==> config.mk <==
export PLATFORM = sky130hd
export DESIGN_NAME = paddle_array
export DESIGN_NICKNAME = d
export VERILOG_FILES = /design/src/rtl/paddle_pkg.sv /design/src/rtl/paddle_chan.sv /design/src/rtl/paddle_array.sv
export SDC_FILE = /design/constraint.sdc
export NUM_CORES = 1
export LEC_CHECK = 0
export ABC_CLOCK_PERIOD_IN_PS = 3800
export BUFFER_PORTS_ARGS = -buffer_cell sky130_fd_sc_hd__buf_2
export CELL_PAD_IN_SITES_DETAIL_PLACEMENT = 0
export CELL_PAD_IN_SITES_GLOBAL_PLACEMENT = 2
export CORE_MARGIN = 5
export CORE_UTILIZATION = 38
export CTS_CLUSTER_DIAMETER = 80
export CTS_CLUSTER_SIZE = 20
export DETAILED_ROUTE_END_ITERATION = 16
export GPL_TIMING_DRIVEN = 0
export PLACE_DENSITY_LB_ADDON = 0.1
export SETUP_SLACK_MARGIN = 0.4
export SLEW_MARGIN = 30
export SYNTH_ARGS = -nofsm -noshare
export SYNTH_HDL_FRONTEND = slang
export SYNTH_SLANG_ARGS = --single-unit
==> constraint.sdc <==
create_clock -name clk -period 3.8 [get_ports clk]
set_clock_uncertainty 0.15 [all_clocks]
set_input_delay 0.38 -clock clk [delete_from_list [all_inputs] [get_ports clk]]
set_output_delay 0.38 -clock clk [all_outputs]
set_load 0.01 [all_outputs]
==> src/rtl/paddle_pkg.sv <==
// Shared types and defaults for the multi-channel paddle window generator.
package paddle_pkg;

    typedef enum logic [1:0] {
        IDLE   = 2'd0,
        DELAY  = 2'd1,
        ACTIVE = 2'd2,
        DONE   = 2'd3
    } pad_state_t;

    localparam int PAD_LINES_DEF = 15;
    localparam int OFFSET_DEF    = 21;
    localparam int MIN_DLY_DEF   = 38;
    localparam int MAX_DLY_DEF   = 261;

    // Saturate v into [lo, hi].
    function automatic int unsigned clamp_u(input int unsigned v,
                                            input int unsigned lo,
                                            input int unsigned hi);
        if (v < lo) return lo;
        if (v > hi) return hi;
        return v;
    endfunction

endpackage

==> src/rtl/paddle_chan.sv <==
// One paddle channel: one-shot delay from vblank, then a PAD_LINES-tall
// window with line index. All state moves only on line ticks.
// Optional PADDLE_FILTER_EN: IIR smoothing of the position at each load.
module paddle_chan
    import paddle_pkg::*;
#(
    parameter int POS_W     = 8,
    parameter int LINE_W    = 9,
    parameter int PAD_LINES = PAD_LINES_DEF,
    parameter int OFFSET    = OFFSET_DEF,
    parameter int MIN_DLY   = MIN_DLY_DEF,
    parameter int MAX_DLY   = MAX_DLY_DEF
) (
    input  logic             clk,
    input  logic             _reset,
    input  logic             tick,
    input  logic             v256_s,
    input  logic [POS_W-1:0] pos,
    output logic [3:0]       pad_idx,
    output logic             _vpad
);

    localparam int               SUM_W    = LINE_W + 1;
    localparam int               FW       = POS_W + 2;
    localparam logic [3:0]       IDX_LAST = 4'(PAD_LINES - 1);
    localparam logic [LINE_W-1:0] CNT_ONE = LINE_W'(1);

    pad_state_t        state;
    logic [LINE_W-1:0] cnt;
    logic [3:0]        idx;
    logic [POS_W-1:0]  pos_eff;
    logic [SUM_W-1:0]  dly_sum;
    logic [LINE_W-1:0] dly;
    logic              load;

    assign load = tick && (state == IDLE) && !v256_s;

`ifdef PADDLE_FILTER_EN
    logic [FW-1:0]        pos_f;
    logic [FW-1:0]        pos_f_nxt;
    logic signed [FW:0]   f_diff;

    // Next filtered value: pos_f + ((pos*4 - pos_f) >>> 2), signed.
    always_comb begin
        f_diff    = $signed({1'b0, pos, 2'b00}) - $signed({1'b0, pos_f});
        pos_f_nxt = pos_f + FW'(f_diff >>> 2);
        pos_eff   = pos_f_nxt[FW-1:2];
    end

    // Filter state only advances when a frame is loaded.
    always_ff @(posedge clk or negedge _reset) begin
        if (!_reset)   pos_f <= '0;
        else if (load) pos_f <= pos_f_nxt;
    end
`else
    assign pos_eff = pos;
`endif

    // Sum is one bit wider than the counter so max position cannot wrap.
    assign dly_sum = SUM_W'(pos_eff) + SUM_W'(OFFSET);
    assign dly     = LINE_W'(clamp_u(32'(dly_sum), 32'(MIN_DLY), 32'(MAX_DLY)));

    // Channel FSM: IDLE -> DELAY (count D ticks) -> ACTIVE -> DONE -> IDLE.
    always_ff @(posedge clk or negedge _reset) begin
        if (!_reset) begin
            state <= IDLE;
            cnt   <= '0;
            idx   <= '0;
        end else if (tick) begin
            case (state)
                IDLE: if (!v256_s) begin
                    cnt   <= dly;
                    state <= DELAY;
                end
                DELAY: if (cnt == CNT_ONE) begin
                    state <= ACTIVE;
                    idx   <= '0;
                end else begin
                    cnt <= cnt - CNT_ONE;
                end
                ACTIVE: if (idx == IDX_LAST) state <= DONE;
                        else                 idx   <= idx + 4'd1;
                // Stays here for the rest of vblank so one frame gives one window.
                DONE: if (v256_s) state <= IDLE;
                default: state <= IDLE;
            endcase
        end
    end

    // Outputs decode straight from state so reset forces them at once.
    always_comb begin
        _vpad   = 1'b1;
        pad_idx = '0;
        case (state)
            ACTIVE: begin
                _vpad   = 1'b0;
                pad_idx = idx;
            end
            DONE:    pad_idx = IDX_LAST;
            default: ;
        endcase
    end

endmodule

==> src/rtl/paddle_array.sv <==
// Multi-channel paddle vertical window generator. Synchronises _hsync and
// _v256, derives a one-cycle line_tick per _hsync fall, and drives NUM_CH
// independent paddle_chan instances. Optional feature macro: PADDLE_FILTER_EN.
module paddle_array
    import paddle_pkg::*;
#(
    parameter int NUM_CH    = 2,
    parameter int POS_W     = 8,
    parameter int LINE_W    = 9,
    parameter int PAD_LINES = PAD_LINES_DEF,
    parameter int OFFSET    = OFFSET_DEF,
    parameter int MIN_DLY   = MIN_DLY_DEF,
    parameter int MAX_DLY   = MAX_DLY_DEF
) (
    input  logic                    clk,
    input  logic                    _reset,
    input  logic                    _hsync,
    input  logic                    _v256,
    input  logic [NUM_CH*POS_W-1:0] paddle_vpos,
    output logic [NUM_CH*4-1:0]     pad_idx,
    output logic [NUM_CH-1:0]       _vpad,
    output logic                    line_tick
);

    logic [1:0] hs_sync;
    logic [1:0] v_sync;
    logic       hs_prev;

    // Two-flop synchronisers preset high so reset release sees no edge;
    // line_tick is the registered falling-edge detect of synced _hsync.
    always_ff @(posedge clk or negedge _reset) begin
        if (!_reset) begin
            hs_sync   <= 2'b11;
            v_sync    <= 2'b11;
            hs_prev   <= 1'b1;
            line_tick <= 1'b0;
        end else begin
            hs_sync   <= {hs_sync[0], _hsync};
            v_sync    <= {v_sync[0], _v256};
            hs_prev   <= hs_sync[1];
            line_tick <= hs_prev & ~hs_sync[1];
        end
    end

    for (genvar n = 0; n < NUM_CH; n++) begin : g_ch
        paddle_chan #(
            .POS_W    (POS_W),
            .LINE_W   (LINE_W),
            .PAD_LINES(PAD_LINES),
            .OFFSET   (OFFSET),
            .MIN_DLY  (MIN_DLY),
            .MAX_DLY  (MAX_DLY)
        ) u_chan (
            .clk    (clk),
            ._reset (_reset),
            .tick   (line_tick),
            .v256_s (v_sync[1]),
            .pos    (paddle_vpos[n*POS_W +: POS_W]),
            .pad_idx(pad_idx[n*4 +: 4]),
            ._vpad  (_vpad[n])
        );
    end

endmodule

# After elaboration in Yosys (flattened, before gate mapping)
# Cells that the tools add are included.
dict set report totals {
  regBits 36
  latch_bits 0
  ram_bits 0
  mem_bits_ro 0
  inputBits 20
  output_inout_bits 11
  word_cells 94
  memories 0
}
dict set report op_classes {
  addsub 6
  mul 0
  div 0
  n_lt_le_gt_ge 4
  eq_ne 22
  n_shift 0
  muxes 38
  bitwise_logic 2
  reduce_logical 12
}
# op n
set op_table {}
lappend op_table {{9-bit two-way mux} 10}
lappend op_table {{9-bit one-hot mux with 2 select lines} 2}
lappend op_table {{4-bit one-hot mux with 2 select lines} 4}
lappend op_table {{10-bit by 9-bit greater-than comparator with 1-bit output (second input constant)} 2}
lappend op_table {{10-bit by 6-bit < comparator with 1-bit output (second input constant)} 2}
lappend op_table {{8-bit by 5-bit adder with 9-bit output (second input constant)} 2}
lappend op_table {{9-bit by 1-bit == test with 1-bit output (second input constant)} 2}
lappend op_table {{9-bit by 1-bit subtractor with 9-bit output (second input constant)} 2}
lappend op_table {{4-bit two-way mux} 4}
lappend op_table {{2-bit != test (second input constant)} 8}
lappend op_table {{2-bit one-hot mux with 4 select lines} 2}
lappend op_table {{4-bit AND reduction} 4}
lappend op_table {{2-bit two-way mux} 6}
lappend op_table {{6-bit two-way mux} 2}
lappend op_table {{5-bit AND reduction} 2}
lappend op_table {{4-bit by 1-bit adder with 4-bit output (second input constant)} 2}
lappend op_table {{2-bit == test (second input constant)} 4}
lappend op_table {{4-bit == test (second input constant)} 2}
lappend op_table {{1-bit two-way mux} 8}
lappend op_table {{2-bit by 1-bit != test with 1-bit output (second input constant)} 4}
lappend op_table {{2-bit nonzero test} 4}
lappend op_table {{2-bit by 1-bit == test with 1-bit output (second input constant)} 2}
lappend op_table {{2-bit logical NOT} 2}
lappend op_table {{1-bit bitwise AND} 1}
lappend op_table {{1-bit inverter} 1}

# Logic depth before layout (Yosys ltp)
dict set report logic_depth {
  word_depth 8
  depth_mapped 9
  ltp_nobuf 8
}

# Hierarchy
# A second synthesis with hierarchy kept.
dict set report hier_totals {
  hier_cells 334
  hier_area_um2 2947.8
}
# module instances cells_each area_each_um2 seq_area_each_um2
set by_module_without_submodules {}
lappend by_module_without_submodules {{paddle_chan (g_ch[1].u_chan)} 1 165 1397.6 375.4}
lappend by_module_without_submodules {{paddle_chan (g_ch[0].u_chan)} 1 162 1380.1 375.4}
lappend by_module_without_submodules {paddle_array 1 7 170.2 156.4}

# Worst setup path after synthesis
# Ideal clock, no wire load.
dict set report synth_path {
  kind {input -> register}
  from {input paddle_vpos[8]}
  to {register g_ch[1].u_chan.cnt[4]}
  setup_time_ns 0.126
  arrival_ns 1.881
  required_time_ns 3.524
  slack_ns 1.643
  stages 7
  n_path_buf 0
  path_cell_list {ha_1 > o21a_1 > o21ai_1 > a21oi_1 > o31ai_2 > nor3b_2 > a221o_1}
}
dict set report synth_via {
  elab_chain_cells 8
  word_cells_on_any_way 11
  classes_between {add/sub: 1; order compare: 2; mux: 8}
}
# element line_no
set synth_rtl {}
lappend synth_rtl {{from (decl)} paddle_array.sv:19} ;# input logic [NUM_CH*POS_W-1:0] paddle_vpos,
lappend synth_rtl {{8-bit by 5-bit adder with 9-bit output *} paddle_chan.sv:60} ;# assign dly_sum = SUM_W'(pos_eff) + SUM_W'(OFFSET);
lappend synth_rtl {{10-bit by 9-bit greater-than comparator with 1-bit output} paddle_pkg.sv:21} ;# if (v > hi) return hi;
lappend synth_rtl {{1-bit two-way mux (2 in a row)} paddle_pkg.sv:21}
lappend synth_rtl {{9-bit two-way mux} paddle_pkg.sv:22} ;# return v;
lappend synth_rtl {{9-bit two-way mux *} paddle_pkg.sv:21}
lappend synth_rtl {{9-bit two-way mux *} paddle_chan.sv:71} ;# IDLE: if (!v256_s) begin
lappend synth_rtl {{9-bit one-hot mux with 2 select lines *} paddle_chan.sv:70} ;# case (state)
lappend synth_rtl {{to (signal assigned)} paddle_chan.sv:72} ;# cnt <= dly;
lappend synth_rtl {{to (signal assigned)} paddle_chan.sv:79} ;# cnt <= cnt - CNT_ONE;
lappend synth_rtl {{to (decl)} paddle_chan.sv:29} ;# logic [LINE_W-1:0] cnt;
# Mark *: on every way between the ends. The rest lies on a longest branch, timed or not. The select of a mux whose other input is x is not followed.
# A chain may end at the register's enable or synchronous reset.

# Worst setup path after layout
dict set report layout_path {
  from {register g_ch[1].u_chan.state[1]}
  to {register g_ch[1].u_chan.cnt[7]}
}
dict set report layout_via {
  elab_chain_cells 3
  word_cells_on_any_way 7
  classes_between {eq/ne: 3; mux: 1; reduce/logical: 3}
}
# element line_no
set layout_rtl {}
lappend layout_rtl {{from (decl)} paddle_chan.sv:28} ;# pad_state_t state;
lappend layout_rtl {{from (signal assigned)} paddle_chan.sv:66} ;# state <= IDLE;
lappend layout_rtl {{from (signal assigned)} paddle_chan.sv:73} ;# state <= DELAY;
lappend layout_rtl {{from (signal assigned)} paddle_chan.sv:76} ;# state <= ACTIVE;
lappend layout_rtl {{2-bit by 1-bit == test with 1-bit output / 2-bit logical NOT (equally long branches)} paddle_chan.sv:70}
lappend layout_rtl {{2-bit != test (no source line) / 2-bit nonzero test (equally long branches)} -}
lappend layout_rtl {{4-bit AND reduction (no source line)} -}
# Parallel ways exist; a longest one is shown, timed or not.

==> impl_metrics.json <==
{
  "final-hold-violation-count": 0,
  "coreArea_um2": 7250,
  "rsz0062_at_grt": "false",
  "dieArea_um2": 9290,
  "grt_pass1_vias": 2383,
  "min_period_ns": 2.42,
  "die_width_um": 96.4,
  "dp_slack_ns": 1.27,
  "cts_resized": 0,
  "area_delta_synth_final_pct": 12.1,
  "wl_per_cell_um": 14.1,
  "start_util_pct": 39.1,
  "maxSlewHeadroom_pct": 45.5,
  "required_ns": 3.83,
  "io_pins": 31,
  "multi_input_area_um2": 1770,
  "ctsHoldBuffers": 0,
  "finalCritPeriodShare_pct": 63.7,
  "synthCells": 338,
  "cts_sinks": 36,
  "cts_max_level": 2,
  "crit_family": "compound AO/OA/AOI/OAI gates",
  "drc": 0,
  "cp.arrival_ns": 2.45,
  "nFillCells": 749,
  "grt_max_degree": 37,
  "report.power.total_mw": 1.84,
  "cp_slowest_cell": "dfrtp_1",
  "max_stage_delay_ns": 0.41,
  "port_buffers": 24,
  "die_y_um": 96.4,
  "tightest_slew_ns": 0.818,
  "synth_area_um2": 2830,
  "vias_per_cell": 5.38,
  "insertion_delay_ns": 0.29,
  "dp_hpwl_um": 4950,
  "clockBufferDepth": 2,
  "startpoint_type": "register",
  "synth_ff_type": "dfrtp_1",
  "tns_ns": 0,
  "vias": 2524,
  "slew_violations": 0,
  "drtPass1Iterations": 7,
  "grt_pass1_wl_um": 11300,
  "yosysSeqAreaShare_pct": 32.0,
  "cts_setup_buffers": 0,
  "p_per_area_nw_per_um2": 578,
  "synth_compound_area_share_pct": 27.0,
  "drive_gt1_share_pct": 15.7,
  "path_cells": "inv_1 -> ha_1 -> clkbuf_1 -> o21ai_1 -> a21oi_2 -> buf_2 -> a21boi_0 -> a211o_1",
  "overflow": 0,
  "antenna_found_initial": 0,
  "yosys.area_share.simple_pct": 22.1,
  "core.rowCount": 31,
  "avgSynthCellArea_um2": 8.38,
  "grt.total_usage_pct": 15.3,
  "cp_num_buf_inv": 3,
  "max_freq_mhz": 413,
  "drt_iter0_markers": 82,
  "setup_viol": 0,
  "postRouteAntennaNets": 0,
  "outcome": "finished clean",
  "finalWorstSetupSlack_ns": 1.38,
  "yosysUniqueCellTypes": 64,
  "synth-xor-area-share_pct": 3.40,
  "vdd_drop_max_uv": 170,
  "wirelength_um": 6620,
  "ys.warnings.count": 0,
  "synth_top_family_by_area": "compound AO/OA/AOI/OAI gates",
  "maxCapViolCount": 0,
  "syn_nets": 378,
  "cts-root-buf": "clkbuf_8",
  "min_path_type": "input port to asynchronous set/reset pin",
  "cts_tree": "yes",
  "cp-end-kind": "register",
  "layout.nets": 409,
  "worstPathMaxFanout": 10,
  "p_leak_nw": 1.41,
  "ff_latch_area_um2": 907,
  "path_class": "register to register",
  "gp_congestion": 0.815,
  "synthAdderAreaFrac_pct": 8.83,
  "antennaDiodeCount": 0,
  "synthArstFlopShare_pct": 100,
  "synth-seq-cells": 36,
  "cts_buffers": 5,
  "synth_edf_count": 0,
  "clk_pin_slew_ns": 0.08,
  "synth_mux_area_share_pct": 1.15
}
stage by stage:
| step | hold slack [ns] | instances | util (%) | area (um2) |
|---|---|---|---|---|
| CTS | 0.0209 | 469 | 43.8 | 3180 |
| finish | 0.0293 | 469 | 43.8 | 3180 |
| global route | 0.0136 | 469 | 43.8 | 3180 |
| floorplan | -0.0656 | 338 | - | 2830 |
| detailed placement | 0.198 | 461 | 42.4 | 3080 |
| global placement | 0.199 | 461 | 42.4 | 3080 |
sequential cells by signal (all words and copies together) (netlist names):
name	count
g_ch.u_chan.cnt	18
g_ch.u_chan.idx	8
g_ch.u_chan.state	4
hs_prev	1
hs_sync	2
line_tick	1
v_sync	2
power by group:
part	internal, mW	switching (mW)
Clock	0.166	0.139
Combinational	0.345	0.537
Sequential	0.511	0.138
cells by family (layout without fill, tap and decap cells):
group	after synthesis	count (layout)
AOI/OAI and AO/OA	109	109
xor gates and xnor gates	11	11
adders and majority gates	20	20
buffers and inverters	37	69
DFF	36	36
muxes	3	3
and+or+nand+nor	122	122
cell usage in the layout, fill, tap and decap left out, types with 3 or more instances in the layout:
cell type,instances
a211o_1,4
a211oi_1,4
a21o_1,9
a21oi_1,16
a22o_1,5
a22oi_1,5
a31oi_1,3
buf_2,27
clkbuf_1,9
clkbuf_8,7
dfrtp_1,31
dfstp_2,5
ha_1,20
inv_1,23
nand2_1,37
nand2b_1,7
nand3_1,13
nor2_1,19
nor2b_1,3
nor3_1,20
nor4_1,3
o211ai_1,3
o21ai_0,21
o21ai_1,9
o31ai_1,4
or2_2,3
or3_1,3
xnor2_1,6
xor2_1,5
synth_stat cells, types with 8 or more instances:
cell      count  area (um2)
a21oi_1      16        80.1
inv_1        23        86.3
nand2_1      37         139
ha_1         20         250
dfrtp_1      31         776
nor2_1       19        71.3
a21o_1        9        67.6
o21ai_0      21         105
clkbuf_1      8        30.0
nand3_1      13        65.1
nor3_1       20         100
o21ai_1       9        45.0
routing by layer:
layer	GRT usage, %	wire length (um)	share of wire (%)
met1	21.7	3360	51
met2	23.4	2870	43
met3	2.50	293	4.4
met4	5.37	91	1.4
met5	0	0	0
final cells by class:
cell class	instances	share of cell area, %
buffer	14	2.24
clock buffer	8	3.15
inverter	23	2.72
multi-input combinational	265	55.7
sequential	36	28.5
tap	99	3.90
timing repair buffer	24	3.78
worst register-to-register path, cell delays in order, from the launching register on:
cell and delay [ns]:
dfrtp_1 0.41, inv_1 0.09, ha_1 0.14, clkbuf_1 0.37, o21ai_1 0.28, a21oi_2 0.23
buf_2 0.26, a21boi_0 0.11, a211o_1 0.27
path summary, 6_finish.rpt:
path	startpoint	end	slack [ns]	cells past startpoint
max in group asynchronous	_reset	g_ch[0].u_chan.cnt[6]	2.95	1
hold / removal	_reset	g_ch[1].u_chan.idx[1]	0.03	1
hold reg to reg	v_sync[0]	v_sync[1]	0.21	0
setup reg to reg	g_ch[1].u_chan.state[1]	g_ch[1].u_chan.cnt[7]	1.38	8
setup / recovery	g_ch[1].u_chan.state[1]	g_ch[1].u_chan.cnt[7]	1.38	8
min in group clk	_v256	v_sync[0]	0.04	1
Power figures use the tool's default switching activity.
